[config.mk]
export PLATFORM = sky130hd
export DESIGN_NAME = fifo_write_skid_feeder
export DESIGN_NICKNAME = d
export VERILOG_FILES = /design/src/rtl/fifo_write_skid_feeder_pkg.sv /design/src/rtl/fifo_write_skid_feeder_skid_register_file.sv /design/src/rtl/fifo_write_skid_feeder.sv
export SDC_FILE = /design/constraint.sdc
export NUM_CORES = 1
export LEC_CHECK = 0
export CAP_MARGIN = 20
export CORE_MARGIN = 2
export CORE_UTILIZATION = 40
export DETAILED_ROUTE_END_ITERATION = 7
export PLACE_DENSITY = 0.71
export SLEW_MARGIN = 0
export SYNTH_ARGS = -nofsm -noshare
export SYNTH_HDL_FRONTEND = slang
export SYNTH_HIERARCHICAL = 1
export SYNTH_SLANG_ARGS = --single-unit
[constraint.sdc]
create_clock -name clk -period 6.15 [get_ports clk]
set_clock_uncertainty 0.2 [all_clocks]
set_input_delay 1.23 -clock clk [delete_from_list [all_inputs] [get_ports clk]]
set_output_delay 1.23 -clock clk [all_outputs]
set_load 0.02 [all_outputs]
[src/rtl/fifo_write_skid_feeder_pkg.sv]
// Shared helpers for the FIFO write-side skid feeder.
package fifo_write_skid_feeder_pkg;

    localparam int STALL_WIDTH = 32;

    // Increment that sticks at all-ones instead of wrapping.
    function automatic logic [STALL_WIDTH-1:0] satIncrement(input logic [STALL_WIDTH-1:0] value);
        return (value == {STALL_WIDTH{1'b1}}) ? value : value + 1'b1;
    endfunction

endpackage

[src/rtl/fifo_write_skid_feeder_skid_register_file.sv]
// DEPTH x WIDTH storage for the skid buffer: one synchronous write port,
// one asynchronous read port. Contents are deliberately not reset.
module skid_register_file
    import fifo_write_skid_feeder_pkg::*;
#(
    parameter int WIDTH      = 16,
    parameter int ADDR_WIDTH = 2,
    parameter int DEPTH      = 4
) (
    input  logic                  clk,
    input  logic                  writeEn,
    input  logic [ADDR_WIDTH-1:0] writeAddr,
    input  logic [WIDTH-1:0]      writeData,
    input  logic [ADDR_WIDTH-1:0] readAddr,
    output logic [WIDTH-1:0]      readData
);

    logic [WIDTH-1:0] mem [DEPTH];

    // Store the incoming word at the write address.
    always_ff @(posedge clk) begin
        if (writeEn) begin
            mem[writeAddr] <= writeData;
        end
    end

    assign readData = mem[readAddr];

endmodule

[src/rtl/fifo_write_skid_feeder.sv]
// Converts a valid/ready stream into a FIFO write port, throttled by the
// FIFO's registered almostFull flag. A small skid buffer absorbs words while
// the flag is high so inReady depends only on local registered state.
module fifo_write_skid_feeder
    import fifo_write_skid_feeder_pkg::*;
#(
    parameter int WIDTH           = 16,
    parameter int SKID_DEPTH_LOG2 = 2
) (
    input  logic                   clk,
    input  logic                   rst_n,
    input  logic                   inValid,
    input  logic [WIDTH-1:0]       inData,
    output logic                   inReady,
    input  logic                   almostFull,
    output logic                   writeEnable,
    output logic [WIDTH-1:0]       dataOut,
    output logic                   empty,
    output logic [STALL_WIDTH-1:0] stallCycles
);

    localparam int DEPTH = 1 << SKID_DEPTH_LOG2;
    localparam logic [SKID_DEPTH_LOG2:0] FULL_COUNT = (SKID_DEPTH_LOG2 + 1)'(DEPTH);

    logic [SKID_DEPTH_LOG2-1:0] wrPtr;
    logic [SKID_DEPTH_LOG2-1:0] rdPtr;
    logic [SKID_DEPTH_LOG2:0]   count;
    logic [WIDTH-1:0]           headData;
    logic                       push;
    logic                       pop;
    logic                       bufferBusy;

    // Ready comes from registered occupancy only; a pop in the same cycle
    // does not free a slot for a push.
    assign inReady    = (count != FULL_COUNT);
    assign bufferBusy = (count != '0);
    assign push       = inValid && inReady;
    assign pop        = bufferBusy && !almostFull;
    assign empty      = !bufferBusy && !writeEnable;

    skid_register_file #(
        .WIDTH      (WIDTH),
        .ADDR_WIDTH (SKID_DEPTH_LOG2),
        .DEPTH      (DEPTH)
    ) skidMem (
        .clk       (clk),
        .writeEn   (push),
        .writeAddr (wrPtr),
        .writeData (inData),
        .readAddr  (rdPtr),
        .readData  (headData)
    );

    // Advance the circular pointers and track occupancy.
    always_ff @(posedge clk or negedge rst_n) begin
        if (!rst_n) begin
            wrPtr <= '0;
            rdPtr <= '0;
            count <= '0;
        end else begin
            if (push) begin
                wrPtr <= wrPtr + 1'b1;
            end
            if (pop) begin
                rdPtr <= rdPtr + 1'b1;
            end
            unique case ({push, pop})
                2'b10:   count <= count + 1'b1;
                2'b01:   count <= count - 1'b1;
                default: count <= count;
            endcase
        end
    end

    // Registered write port; data is zeroed whenever no write is issued.
    always_ff @(posedge clk or negedge rst_n) begin
        if (!rst_n) begin
            writeEnable <= 1'b0;
            dataOut     <= '0;
        end else begin
            writeEnable <= pop;
            dataOut     <= pop ? headData : '0;
        end
    end

    // Count cycles where buffered words are held back by almostFull.
    always_ff @(posedge clk or negedge rst_n) begin
        if (!rst_n) begin
            stallCycles <= '0;
        end else if (bufferBusy && almostFull) begin
            stallCycles <= satIncrement(stallCycles);
        end
    end

endmodule
==> results_dict.tcl <==
set metrics [dict create \
    wire_per_inst_microns 16.1 \
    grt_max_degree 57 \
    yosysWarnings 6 \
    critPathArrivalTime_ps 1900 \
    cts_buffer_depth 2 \
    htreeDepth 4 \
    drt_iter0_markers 152 \
    syn_nets 334 \
    hold_buffers 0 \
    fmax_ghz 0.300 \
    async_flop_share 0.467 \
    synth_enable_flop_cells 64 \
    utilization 0.532 \
    nNetsFinal 418 \
    post-synth-top-area-fraction 0.387 \
    diodes 0 \
    leakagePower_uw 0.00253 \
    tightest_slew_ps 1010 \
    drc 0 \
    critical_path_class "register to output pin" \
    wirelength_microns 9250 \
    fp-row-count 40 \
    cts-buffers-inserted 17 \
    io-pin-count 71 \
    drv_cap 0 \
    area_delta_synth_final_pct 29.2 \
    gp_congestion 0.803 \
    drt-vias-per-instance 5.04 \
    setup_violations 0 \
    timing.slew.headroom 0.324 \
    postSynthAreaPerCell_sq_um 16.0 \
    cts_setup_buffers 0 \
    clock_sink_count 120 \
    antenna_found_initial 0 \
    synth_cell_type_count 45 \
    syn_area_sq_um 4960 \
    grt_pass1_vias 2921 \
    status "finished, final reports clean" \
    fp.dieW_microns 115 \
    firstDrtPassIters 4 \
    yosys.area.top_type "edfxtp_1" \
    portBuffers 70 \
    setup-tns-final_ps 0 \
    ys_ff_latch 120 \
    top_usage_layer "met2" \
    powerDensity_nw_per_um2 429 \
    dp_hpwl_microns 6050 \
    start_util 0.412 \
    grtUsageMet3 0.0480 \
    final.min_clock_period_ps 3330 \
    drv_slew 0 \
    synth_ff_type "edfxtp_1" \
    gr-total-overflow 0 \
    hold_viol_final 0 \
    drive_above_1_share 0.145 \
    placeableCoreArea_sq_um 12100 \
    period_share 0.541 \
    grt_use_total 0.153 \
    cts_tree "done" \
    rsz0062_at_grt "no" \
    antenna_left 0 \
    die_area_sq_um 13300 \
    critical_path_required_ps 4720 \
    ctsResizeCount 0 \
    grt_first_pass_wirelength_microns 15100 \
    clkSlewWorstSetupHoldPaths_ps 50 \
    startpoint_type "register" \
    synthTopCellsByArea "edfxtp_1, dfrtp_1, mux4_2" \
    cts_root_buf "clkbuf_16" \
    peakVddDrop_uv 238 \
    path_max_fanout 6 \
    syn_inst 311 \
    grt.met2_usage 0.248 \
    met1_usage 0.191 \
    die_h_microns 115 \
    hold_class "register to register" \
    clock_latency_ps 400 \
    end_kind "output pin" \
    routed-via-count 2896 \
    seq_area_frac_synth 0.670 \
]
-- report_power, final --
group          switching (uW)  internal [uW]  total (uW)
combinational             282            324         606
sequential                145           1030        1180
clock                     336            631         967
total                     763           1990        2750
-- final cells by class --
class | count | area, sq um
Tap cell | 168 | 210
Timing Repair Buffer | 73 | 718
Sequential cell | 120 | 3320
Clock inverter | 13 | 156
Inverter | 6 | 22.5
Clock buffer | 18 | 429
Fill cell | 1002 | 5650
Multi-Input combinational cell | 177 | 1550
-- worst max-delay path, stage by stage, from the launching register on --
cell and delay [ps]:
dfrtp_1 450, nor4_1 380, clkdlybuf4s50_1 670
-- cell usage after synthesis (all sizes together), types with 7 or more instances --
cell,n
xor2,23
nand2,15
nand3,16
mux4,16
nand4,13
xnor2,14
edfxtp,64
and4,7
nor2,16
and2,18
dfrtp,56
-- flip-flops by register name, summed over array words and instances, names as in the netlist --
register,flops
rdPtr,2
dataOut,16
count,3
skidMem/mem,64
wrPtr,2
writeEnable,1
stallCycles,32
-- cells in the final DEF, fill, tap and decap left out, types with 2 or more instances in the layout --
| cell | Yosys | final |
|---|---|---|
| and2_1 | 18 | 18 |
| and3_1 | 4 | 4 |
| and3_2 | 2 | 2 |
| and3b_1 | 3 | 3 |
| and4_1 | 6 | 6 |
| buf_4 | 1 | 3 |
| bufinv_16 | 0 | 3 |
| clkbuf_16 | 0 | 17 |
| clkdlybuf4s50_1 | 0 | 69 |
| clkinv_1 | 0 | 2 |
| clkinv_2 | 0 | 2 |
| clkinv_4 | 0 | 3 |
| clkinvlp_4 | 0 | 3 |
| dfrtp_1 | 56 | 56 |
| edfxtp_1 | 64 | 64 |
| ha_1 | 2 | 2 |
| inv_1 | 6 | 6 |
| mux4_1 | 6 | 6 |
| mux4_2 | 10 | 10 |
| nand2_1 | 15 | 15 |
| nand3_1 | 16 | 16 |
| nand4_1 | 10 | 10 |
| nand4_4 | 2 | 2 |
| nor2_1 | 16 | 16 |
| nor3_1 | 5 | 5 |
| nor4_1 | 3 | 3 |
| nor4_2 | 2 | 2 |
| o21ai_0 | 2 | 2 |
| o31ai_2 | 2 | 2 |
| xnor2_1 | 14 | 14 |
| xor2_1 | 23 | 23 |
-- routing by layer --
| metal | part of all wire | vias to the layer above |
|---|---|---|
| li1 | - | 1343 |
| met1 | 0.44 | 1461 |
| met2 | 0.50 | 82 |
| met3 | 0.051 | 10 |
| met4 | 0.015 | 0 |
| met5 | 0 | - |
-- metrics by stage --
| stage | area [sq um] | hold WS [ps] | std cells | setup slack [ps] | power [uW] |
|---|---|---|---|---|---|
| after floorplan | 4960 | 240 | 311 | 2880 | 1570 |
| after global placement | 5830 | 308 | 544 | 2790 | 1800 |
| after detailed placement | 5830 | 314 | 544 | 2740 | 1810 |
| after CTS | 6410 | 323 | 575 | 2770 | 2790 |
| after global routing | 6410 | 349 | 575 | 2740 | 2900 |
| final | 6410 | 319 | 575 | 2820 | 2750 |
-- worst paths after layout --
path	from	end	slack, ps	cells after the start
max reg2reg	count[0]	skidMem/mem[2][15]	3790	5
min in group asynchronous	rst_n	stallCycles[6]	780	2
max	count[2]	empty	2820	2
min	stallCycles[14]	stallCycles[14]	320	1
max in group asynchronous	rst_n	dataOut[7]	4480	2
min reg2reg	stallCycles[14]	stallCycles[14]	320	1
-- cells by family (layout without fill, tap and decap cells) --
logic type / after synthesis / count (layout) / synth area share
AO/OA/AOI/OAI: 10 / 10 / 0.0171
adder cells (fa/ha/maj): 3 / 3 / 0.00907
XOR/XNOR: 37 / 37 / 0.0653
multiplexers: 18 / 18 / 0.0814
buffers and inverters: 14 / 110 / 0.0184
flip-flops: 120 / 120 / 0.670
AND/OR/NAND/NOR: 109 / 109 / 0.139
(Power assumes the default switching activity.)
